**src/rtl/serial_adder_pkg.sv**
```systemverilog
// Shared types and limits for the bit-serial adder.
package serial_adder_pkg;

  typedef logic [1:0] sa_state_t;

  localparam sa_state_t IDLE  = 2'b00;
  localparam sa_state_t SHIFT = 2'b01;
  localparam sa_state_t DONE  = 2'b10;

  localparam int SA_MAX_WIDTH = 32;

endpackage

```
**src/rtl/serial_adder_if.sv**
```systemverilog
// Request/result bundle of the bit-serial adder.
interface serial_adder_if #(
  parameter int WIDTH = 8
);
  logic             start;
  logic [WIDTH-1:0] A;
  logic [WIDTH-1:0] B;
  logic             Cin;
  logic             busy;
  logic             done;
  logic [WIDTH-1:0] S;
  logic             Cout;

  modport master (
    output start, A, B, Cin,
    input  busy, done, S, Cout
  );

  modport slave (
    input  start, A, B, Cin,
    output busy, done, S, Cout
  );
endinterface

```
**src/rtl/fulladder.sv**
```systemverilog
// One-bit full adder cell.
module fulladder (
  input  logic X,
  input  logic Y,
  input  logic Ci,
  output logic S,
  output logic Co
);

  assign S  = X ^ Y ^ Ci;
  assign Co = (X & Y) | (Ci & (X ^ Y));

endmodule

```
**src/rtl/serial_adder.sv**
```systemverilog
// Bit-serial adder: one fulladder cell, LSB first, registered carry between bits.
module serial_adder
  import serial_adder_pkg::*;
#(
  parameter int WIDTH = 8
) (
  input logic           clk,
  input logic           rst_n,
  serial_adder_if.slave bus
);

  localparam int CW = $clog2(WIDTH) + 1;

  sa_state_t        state_r;
  logic [WIDTH-1:0] a_sr_r;
  logic [WIDTH-1:0] b_sr_r;
  logic [WIDTH-1:0] s_sr_r;
  logic             carry_r;
  logic [CW-1:0]    cnt_r;
  logic             busy_r;
  logic             done_r;
  logic [WIDTH-1:0] sum_r;
  logic             cout_r;

  logic             fa_s_s;
  logic             fa_co_s;
  logic [WIDTH-1:0] s_next_s;
  logic             accept_s;
  logic             last_s;

  fulladder u_fa (
    .X  (a_sr_r[0]),
    .Y  (b_sr_r[0]),
    .Ci (carry_r),
    .S  (fa_s_s),
    .Co (fa_co_s)
  );

  // Sum register shifts right with the new bit entering at the MSB.
  generate
    if (WIDTH == 1) begin : g_s_one
      assign s_next_s = fa_s_s;
    end else begin : g_s_many
      assign s_next_s = {fa_s_s, s_sr_r[WIDTH-1:1]};
    end
  endgenerate

  // Request acceptance and last-bit detection.
  always_comb begin
    accept_s = 1'b0;
    last_s   = 1'b0;
    if (bus.start && ((state_r == IDLE) || (state_r == DONE))) begin
      accept_s = 1'b1;
    end else begin
      accept_s = 1'b0;
    end
    if (cnt_r == CW'(WIDTH - 1)) begin
      last_s = 1'b1;
    end else begin
      last_s = 1'b0;
    end
  end

  // FSM, operand/sum shift registers, counter and registered outputs.
  always_ff @(posedge clk) begin
    if (!rst_n) begin
      state_r <= IDLE;
      a_sr_r  <= '0;
      b_sr_r  <= '0;
      s_sr_r  <= '0;
      carry_r <= 1'b0;
      cnt_r   <= '0;
      busy_r  <= 1'b0;
      done_r  <= 1'b0;
      sum_r   <= '0;
      cout_r  <= 1'b0;
    end else begin
      done_r <= 1'b0;
      if (accept_s) begin
        a_sr_r  <= bus.A;
        b_sr_r  <= bus.B;
        carry_r <= bus.Cin;
        s_sr_r  <= '0;
        cnt_r   <= '0;
        busy_r  <= 1'b1;
        state_r <= SHIFT;
      end else begin
        case (state_r)
          SHIFT: begin
            a_sr_r  <= a_sr_r >> 1'b1;
            b_sr_r  <= b_sr_r >> 1'b1;
            s_sr_r  <= s_next_s;
            carry_r <= fa_co_s;
            cnt_r   <= cnt_r + CW'(1);
            if (last_s) begin
              sum_r   <= s_next_s;
              cout_r  <= fa_co_s;
              done_r  <= 1'b1;
              busy_r  <= 1'b0;
              state_r <= DONE;
            end else begin
              state_r <= SHIFT;
            end
          end
          DONE: begin
            state_r <= IDLE;
          end
          IDLE: begin
            state_r <= IDLE;
          end
          default: begin
            busy_r  <= 1'b0;
            state_r <= IDLE;
          end
        endcase
      end
    end
  end

  assign bus.busy = busy_r;
  assign bus.done = done_r;
  assign bus.S    = sum_r;
  assign bus.Cout = cout_r;

endmodule

```
**src/flat_wrapper.sv**
```systemverilog
// flat-port wrapper written by rule: the top's interface ports become plain ports
module serial_adder_flat import serial_adder_pkg::*;
#(
  parameter int WIDTH = 8
)
  (clk, rst_n, bus_start, bus_A, bus_B, bus_Cin, bus_busy, bus_done, bus_S, bus_Cout);
  serial_adder_if #(.WIDTH(WIDTH)) bus_i ();
  input logic clk;
  input logic rst_n;
  input wire logic [$bits(bus_i.start)-1:0] bus_start;
  input wire logic [$bits(bus_i.A)-1:0] bus_A;
  input wire logic [$bits(bus_i.B)-1:0] bus_B;
  input wire logic [$bits(bus_i.Cin)-1:0] bus_Cin;
  output wire logic [$bits(bus_i.busy)-1:0] bus_busy;
  output wire logic [$bits(bus_i.done)-1:0] bus_done;
  output wire logic [$bits(bus_i.S)-1:0] bus_S;
  output wire logic [$bits(bus_i.Cout)-1:0] bus_Cout;
  assign bus_i.start = bus_start;
  assign bus_i.A = bus_A;
  assign bus_i.B = bus_B;
  assign bus_i.Cin = bus_Cin;
  assign bus_busy = bus_i.busy;
  assign bus_done = bus_i.done;
  assign bus_S = bus_i.S;
  assign bus_Cout = bus_i.Cout;
  serial_adder #(.WIDTH(WIDTH)) u_core (.clk(clk), .rst_n(rst_n), .bus(bus_i));
endmodule
```
**config.mk**
```make
export PLATFORM = sky130hd
export DESIGN_NAME = serial_adder_flat
export DESIGN_NICKNAME = d
export VERILOG_FILES = /design/src/rtl/serial_adder_pkg.sv /design/src/rtl/serial_adder_if.sv /design/src/rtl/fulladder.sv /design/src/rtl/serial_adder.sv /design/src/flat_wrapper.sv
export SDC_FILE = /design/constraint.sdc
export NUM_CORES = 1
export LEC_CHECK = 0
export ABC_AREA = 1
export CAP_MARGIN = 20
export CORE_MARGIN = 1
export CORE_UTILIZATION = 45
export DETAILED_ROUTE_END_ITERATION = 10
export DONT_BUFFER_PORTS = 1
export PLACE_DENSITY = 0.68
export RECOVER_POWER = 100
export SKIP_LAST_GASP = 1
export SLEW_MARGIN = 40
export SYNTH_ARGS = -nofsm -noshare
export SYNTH_HDL_FRONTEND = slang
export SYNTH_HIERARCHICAL = 1
export SYNTH_SLANG_ARGS = --single-unit
```
**constraint.sdc**
```tcl
create_clock -name clk -period 1.22 [get_ports clk]
set_input_delay 0.366 -clock clk [delete_from_list [all_inputs] [get_ports clk]]
set_output_delay 0.366 -clock clk [all_outputs]
set_load 0.02 [all_outputs]
```
Word level (Yosys, flattened, before mapping)
Index checks and enable logic that the tools add are counted.
- register bits: 42
- bits in latches: 0
- RAM bits: 0
- ROM bits: 0
- memories kept: 0
- add/sub/neg operators: 1
- multipliers: 0
- divide/modulo/power cells: 0
- order comparisons: 0
- equal/unequal tests: 5
- shift operators: 0
- muxes and demuxes: 15
- bitwise logic cells: 8
- reduce and logical (&&, ||, !) cells: 9
- operators with widths (kind ; number):
    $mux W8 ; 4
    $mux W1 ; 9
    $add A4 B1 Y4 const B ; 1
    $eq A4 B3 Y1 const B ; 1
    $reduce_or A2 Y1 ; 2
    $ne A3 B1 Y1 const B ; 1
    $not A1 Y1 ; 3
    $reduce_and A3 Y1 ; 1
    $reduce_or A3 Y1 ; 1
    $and A1 B1 Y1 ; 2
    $eq A2 B1 Y1 const B ; 1
    $eq A2 B2 Y1 const B ; 1
    $logic_not A2 Y1 ; 1
    $mux W2 ; 1
    $ne A2 B1 Y1 const B ; 1
    $pmux W1 S2 ; 1
    $reduce_and A2 Y1 ; 1
    $reduce_bool A2 Y1 ; 1
    $xor A1 B1 Y1 ; 2
    $logic_and A1 B1 Y1 ; 1
    $logic_or A1 B1 Y1 ; 1
    $or A1 B1 Y1 ; 1

Logic depth before layout (Yosys ltp)
Gate-level depths: netlist (run 1).
- depth in word-level cells: 6
- depth in mapped cells: 8
- gate-level depth less buffers: 7

Hierarchy
Netlist (run 1), hierarchy kept.
- modules (own cells, without submodules) (module ; times used ; cells an instance ; area an instance (um2) ; sequential area each (um2)):
    serial_adder ; 1 ; 249 ; 1846.8 ; 800.8
    fulladder ; 1 ; 1 ; 20.0 ; 0.0

Least setup slack after synthesis (run 1)
OpenSTA, ideal clock, no wires.
- kind: register to register
- start point: reg u_core/bus.done (netlist name)
- end point: reg u_core.a_sr_r[1]
- library setup time: 0.116 ns
- arrival time: 1.037 ns
- data required time: 1.104 ns
- path slack: 0.067 ns
- cell stages (with the launch flop): 9
- period minus slack after synthesis: 1.153 ns
- cell sequence: dfxtp_1 > inv_2 > nand2_4 > buf_12 > nand2_4 > inv_2 > nand2_1 > nand2_1 > nor2_1
- RTL lines (item ; RTL line ; source):
    end signal: assignment ; serial_adder.sv:80 ; a_sr_r <= bus.A;
    end signal: assignment ; serial_adder.sv:90 ; a_sr_r <= a_sr_r >> 1'b1;
    end: declaration ; serial_adder.sv:15 ; logic [WIDTH-1:0] a_sr_r;

Final worst setup path (run 1)
- start point: reg u_core.done_r (netlist: u_core/bus.done)
- end point: out bus_done
- RTL lines (item ; RTL line ; source):
    start: declaration ; serial_adder.sv:21 ; logic done_r;
    start signal: assignment ; serial_adder.sv:74 ; done_r <= 1'b0;
    start signal: assignment ; serial_adder.sv:78 ; done_r <= 1'b0;
    start signal: assignment ; serial_adder.sv:98 ; done_r <= 1'b1;
    end: declaration ; flat_wrapper.sv:15 ; output wire logic [$bits(bus_i.done)-1:0] bus_done;
No word-level cell between the ends.

==> results of run 1 <==
==> cells by family after synthesis <==
group | after synthesis | share of synthesized area
AND/OR/NAND/NOR | 126 | 0.319
buffers and inverters | 48 | 0.141
flip-flops | 40 | 0.429
AO/OA/AOI/OAI | 33 | 0.0885
adder cells (fa/ha/maj) | 2 | 0.0174
XOR/XNOR | 1 | 0.00469
==> final timing paths <==
check | from | end | slack, ns
setup / recovery | u_core/bus.done | bus_done | 0.02
hold / removal | rst_n | u_core/bus.S[0] | 0.19
setup reg to reg | u_core/cnt_r[1] | u_core/bus.S[0] | 0.05
hold reg to reg | u_core/s_sr_r[1] | u_core/s_sr_r[1] | 0.47
==> per-layer routing <==
metal,wire length (um),track usage,vias up
met1,1730,0.233,646
li1,-,-,815
met2,1660,0.279,27
met3,173,0.0448,5
met5,0,0,-
met4,68,0.104,0
==> cell usage in the layout (no fill, tap or decap), types with 2 or more instances in the layout <==
master      instances
o21ai_0            12
buf_6               2
dfxtp_2             2
nor2_4              2
inv_2               2
inv_1              29
nor2_1             19
nand2_1            62
nand2_8             2
o21ai_1             2
clkinvlp_4          2
a21oi_1            19
buf_4              14
nor3_2              7
buf_12              2
clkbuf_8            6
dfxtp_1            37
nand3_1            32
inv_4               3
==> where the power goes <==
part           total [W]  internal (W)  switching (W)
registers        0.00142       0.00137      0.0000496
logic           0.000370      0.000160       0.000211
clock network   0.000929      0.000460       0.000469
total            0.00272       0.00199       0.000729
==> cell usage after synthesis, drive strengths merged <==
master,n
nand2,65
dfxtp,40
inv,35
nand3,33
nor2,21
a21oi,19
o21ai,14
buf,12
nor3,7
clkbuf,1
fa,1
ha,1
xor2,1
==> stage by stage <==
stage	cells	utilization	setup TNS, ns	power, W
2_1_floorplan	250	-	0	0.00174
3_3_place_gp	302	0.480	-0.0131	0.00177
3_5_place_dp	302	0.480	-0.129	0.00178
4_1_cts	310	0.505	0	0.00270
5_1_grt	315	0.538	-0.0245	0.00284
6_report	315	0.538	0	0.00272
==> timing repair <==
| item | CTS | global route |
|---|---|---|
| hold buffers | 0 | 0 |
| setup buffers | 0 | 3 |
| gates cloned | 0 | 2 |
| setup endpoints to repair | 15 | 35 |
| pin swaps | 1 | 3 |
| resized for setup | 2 | 16 |
==> flip-flops by register name, indices dropped and copies added (netlist names) <==
name             flops
u_core/bus.done      1
u_core/carry_r       1
u_core/b_sr_r        8
u_core/bus.busy      1
u_core/s_sr_r        7
u_core/bus.S         8
u_core/bus.Cout      1
u_core/a_sr_r        8
u_core/state_r       1
u_core/cnt_r         4
==> cell type report <==
type                            count  area (um2)
Clock buffer                        7        86.3
Clock inverter                      1        7.51
Fill cell                         402        1850
Inverter                           35         143
Multi-Input combinational cell    163         853
Sequential cell                    40         807
Tap cell                           50        62.6
Timing Repair Buffer               19         193
==> results.yml, run 1 <==
setup_path:
  crit_chain: "buf_4"
  cpPeakStageDelay_ns: 0.38
  crit_path_max_fanout: 2
  cp-start-kind: "flop"
  path_delay_family: "flip-flops"
  r2r_cells: 7
  cp.arrival_ns: 0.84
  cp.depth: 1
  end_kind: "primary output"
  cp.required_ns: 0.85
  crit_path_top_delay_cell: "dfxtp_1"
  worstSetupPathType: "reg2out"
  worst-path-buf-inv: 1
synthesis:
  avgSynthCellArea_um2: 7.47
  ys_types: 21
  netlist_area_um2: 1870
  ys_warn_count: 6
  synth_area_leaders: "dfxtp_1 (43%), nand2_1 (12%), nand3_1 (8.8%)"
  synth_top_area_frac: 0.429
  ys_seq_elements: 40
  syn_inst: 250
  ys_seq_area_frac: 0.429
  synth_top_area_cell: "dfxtp_1"
  syn-num-nets: 272
floorplanning:
  ios: 31
  die_w_um: 66.4
  dieArea_um2: 4410
  rows: 23
  start_util: 0.467
  coreArea_um2: 4000
  fp.dieH_um: 66.4
grt:
  grt_pass1_vias: 1340
  grt_pass1_wl_mm: 5.95
  grt.total_usage: 0.183
  overflow: 0
  grt_start_max_net_pins: 29
  antenna_found_initial: 0
sta:
  fin_crit_ns: 1.20
  worstMarginPinSlew_ns: 0.253
  fmax_mhz: 831
  whs_ns: 0.186
  fin_skew_ns: 0.00709
  finalCritPeriodShare: 0.986
  setup_viol: 0
  hold_viol: 0
  finalWorstSetupSlack_ns: 0.0167
  slew_violations: 0
  rsz0062_at_grt: "yes"
  relSlewSlack: 0.831
power_and_ir_drop:
  leakagePower_nw: 0.898
  peakVddDrop_uv: 561
  powerDensity_nw_per_um2: 1260
route:
  via_per_inst: 4.74
  drc_errors: 0
  dr.pass1.iters: 4
  drtIter0Drc: 87
  drt-total-wl_mm: 3.63
  wl_per_cell_um: 11.5
  vias: 1493
  ant_nets: 0
finish:
  areaGrowthSynthToFinish_pct: 15.3
  nets: 286
  diodes: 0
  finalInstanceArea_um2: 2150
  final_layout_size_suffix_gt1_frac: 0.192
clock_network:
  cts_root_buf: "clkbuf_8"
  cts_sinks: 40
  cts_made_buffers: 5
  htree_levels: 2
  clk_pin_slew_ns: 0.08
  insertion_delay_ns: 0.30
  cts_max_path_buffers: 2
  tritoncts: "yes"
worst_hold_path:
  min_path_cells: 2
  hp-class: "in2reg"
placed_design:
  dpl.hpwl_mm: 2.44
  place_ws_ns: -0.0277
  placed_cell_area_um2: 1920
  port_buffers: 0
  gp_congestion: 0.788
run:
  maxCapViolCount: 0
run_status:
  outcome: "finished, final reports clean"
Power figures use the tool's default switching activity.
==> run 2, diff against run 1 <==
--- a/config.mk
+++ b/config.mk
@@ -10,8 +10,7 @@
 export CORE_MARGIN = 1
 export CORE_UTILIZATION = 45
 export DETAILED_ROUTE_END_ITERATION = 10
-export DONT_BUFFER_PORTS = 1
-export PLACE_DENSITY = 0.68
+export PLACE_DENSITY = 0.78
 export RECOVER_POWER = 100
 export SKIP_LAST_GASP = 1
 export SLEW_MARGIN = 40
==> run 2 against run 1 <==
  * Cell count grew 13%
  * Utilization grew 7.7 points
  * Hold slack gained 0.26 ns
  * Fmax grew 2.5%
  * Sequential power is essentially flat
  * Sequential share of layout area shrank 4.6 points
  * Worst setup slack gained 0.030 ns
  * Critical path type is now reg2reg
==> results.yml, run 2 (same netlist as run 1, synthesis figures left out) <==
grt:
  grt_start_max_net_pins: 21
  grt_pass1_vias: 1540
  antenna_found_initial: 0
  grt_use_met1: 0.253
  grt_pass1_wl_mm: 6.70
  busiest_layer: "met2"
  met3_usage: 0.0362
  overflow: 0
  grt.total_usage: 0.200
  use_met2: 0.330
clock_network:
  insertion_delay_ns: 0.29
  htree_levels: 2
  cts_made_buffers: 5
  cts_sinks: 40
  ctsHoldBuffers: 0
  cts_root_buf: "clkbuf_8"
  clk_pin_slew_ns: 0.08
  tritoncts: "yes"
  cts_max_path_buffers: 2
placed_design:
  dpl.hpwl_mm: 2.71
  placed_cell_area_um2: 2280
  dp.cells: 341
  port_buffers: 30
  place_ws_ns: -0.409
  gp_congestion: 0.817
finish:
  finalNonFillerCells: 355
  register_area_um2: 808
  finalInstanceArea_um2: 2460
  areaGrowthSynthToFinish_pct: 31.8
  multi_input_area_um2: 852
  final_layout_size_suffix_gt1_frac: 0.243
  diodes: 0
  nets: 326
  final_common_cell: "nand2_1"
  final.fill_count: 336
  final_cell_mix: "nand2_1 (62), dfxtp_1 (36), nand3_1 (32), inv_1 (29), buf_4 (24)"
setup_path:
  cp-start-kind: "flop"
  crit_path_top_delay_cell: "dfxtp_2"
  r2r-start: "u_core/bus.done"
  crit_path_max_fanout: 11
  rrSetupSlack_ns: 0.05
  crit_path_frequent_cell: "buf_4"
  worstSetupPathType: "reg2reg"
  r2r_cells: 6
  crit_chain: "buf_4, inv_4, nand2_8, buf_4, nor3_2, nor2_1"
  cpPeakStageDelay_ns: 0.33
  cp.arrival_ns: 1.36
  r2r-end: "u_core/a_sr_r[2]"
  end_kind: "flop"
  cp.required_ns: 1.40
sta:
  relSlewSlack: 0.825
  setup_viol: 0
  slew_violations: 0
  setup_tns_ns: 0
  fmax_mhz: 852
  worstMarginPinSlew_ns: 0.262
  fin_skew_ns: 0.00273
  fin_crit_ns: 1.17
  hold_viol: 0
  rsz0062_at_grt: "yes"
  finalWorstSetupSlack_ns: 0.0466
  finalCritPeriodShare: 0.962
route:
  drt-total-wl_mm: 4.00
  dr.pass1.iters: 4
  drc_errors: 0
  via_per_inst: 4.80
  ant_nets: 0
  drtIter0Drc: 97
  vias: 1705
  wl_per_cell_um: 11.3
worst_hold_path:
  holdCritStartpoint: "u_core/bus.S[4]"
  min_path_cells: 2
  hp-class: "reg2reg"
  whs_endpoint: "u_core/bus.S[4]"
floorplanning:
  ios: 31
  start_util: 0.467
  die_w_um: 66.4
  coreArea_um2: 4000
  dieArea_um2: 4410
  fp.dieH_um: 66.4
  rows: 23
power_and_ir_drop:
  powerDensity_nw_per_um2: 1190
  leakagePower_nw: 1.10
  peakVddDrop_uv: 632
  total_power_w: 0.00294
run:
  maxCapViolCount: 0
run_status:
  outcome: "finished, final reports clean"
-- run 2: area by class of cell --
cell class                 instances  area share
multi-input combinational        162       0.346
sequential                        40       0.329
timing repair buffer              60       0.200
inverter                          35      0.0544
clock buffer                       5      0.0280
tap                               50      0.0254
clock inverter                     3      0.0173
-- run 2: layer usage --
layer	wire (um)	vias to the layer above
met3	149	5
met1	1850	783
met2	1960	27
li1	-	890
met5	0	-
met4	37	0
-- run 2: critical path: cells and delay by family, from the launching register on --
kind | cells | cell delay, ns
buf+inv | 3 | 0.38
flops | 1 | 0.33
simple gates | 3 | 0.35
-- run 2: metrics by stage --
step	hold WS, ns	utilization
after floorplan	0.443	-
after global placement	0.446	0.569
after detailed placement	0.451	0.569
after CTS	0.459	0.588
after global routing	0.502	0.615
final	0.451	0.615
-- run 2: report_power, final --
group / internal (W) / leakage [nW] / switching (W) / total [W]
sequential: 0.00137 / 0.329 / 0.0000441 / 0.00141
clock: 0.000605 / 0.0541 / 0.000458 / 0.00106
combinational: 0.000213 / 0.717 / 0.000249 / 0.000462
total: 0.00219 / 1.10 / 0.000751 / 0.00294
-- run 2: worst max-delay path by stage --
stage,from,to,slack (ns),cells after the start
after floorplan,u_core/bus.done,u_core/a_sr_r[1],0.07,8
after detailed placement,bus_start,u_core/cnt_r[0],-0.41,6
after global placement,bus_start,u_core/cnt_r[0],-0.38,6
final,u_core/bus.done,u_core/a_sr_r[2],0.05,6
after global routing,u_core/bus.done,u_core/bus.S[4],-0.03,7
after CTS,u_core/bus.done,u_core/s_sr_r[1],0.006,7
-- run 2: repair_timing --
item	4_1_cts	5_1_grt
pin swaps	1	4
gates resized for setup	47	21
endpoints found under the setup margin	31	30
buffers inserted	2	4
cloned	0	0
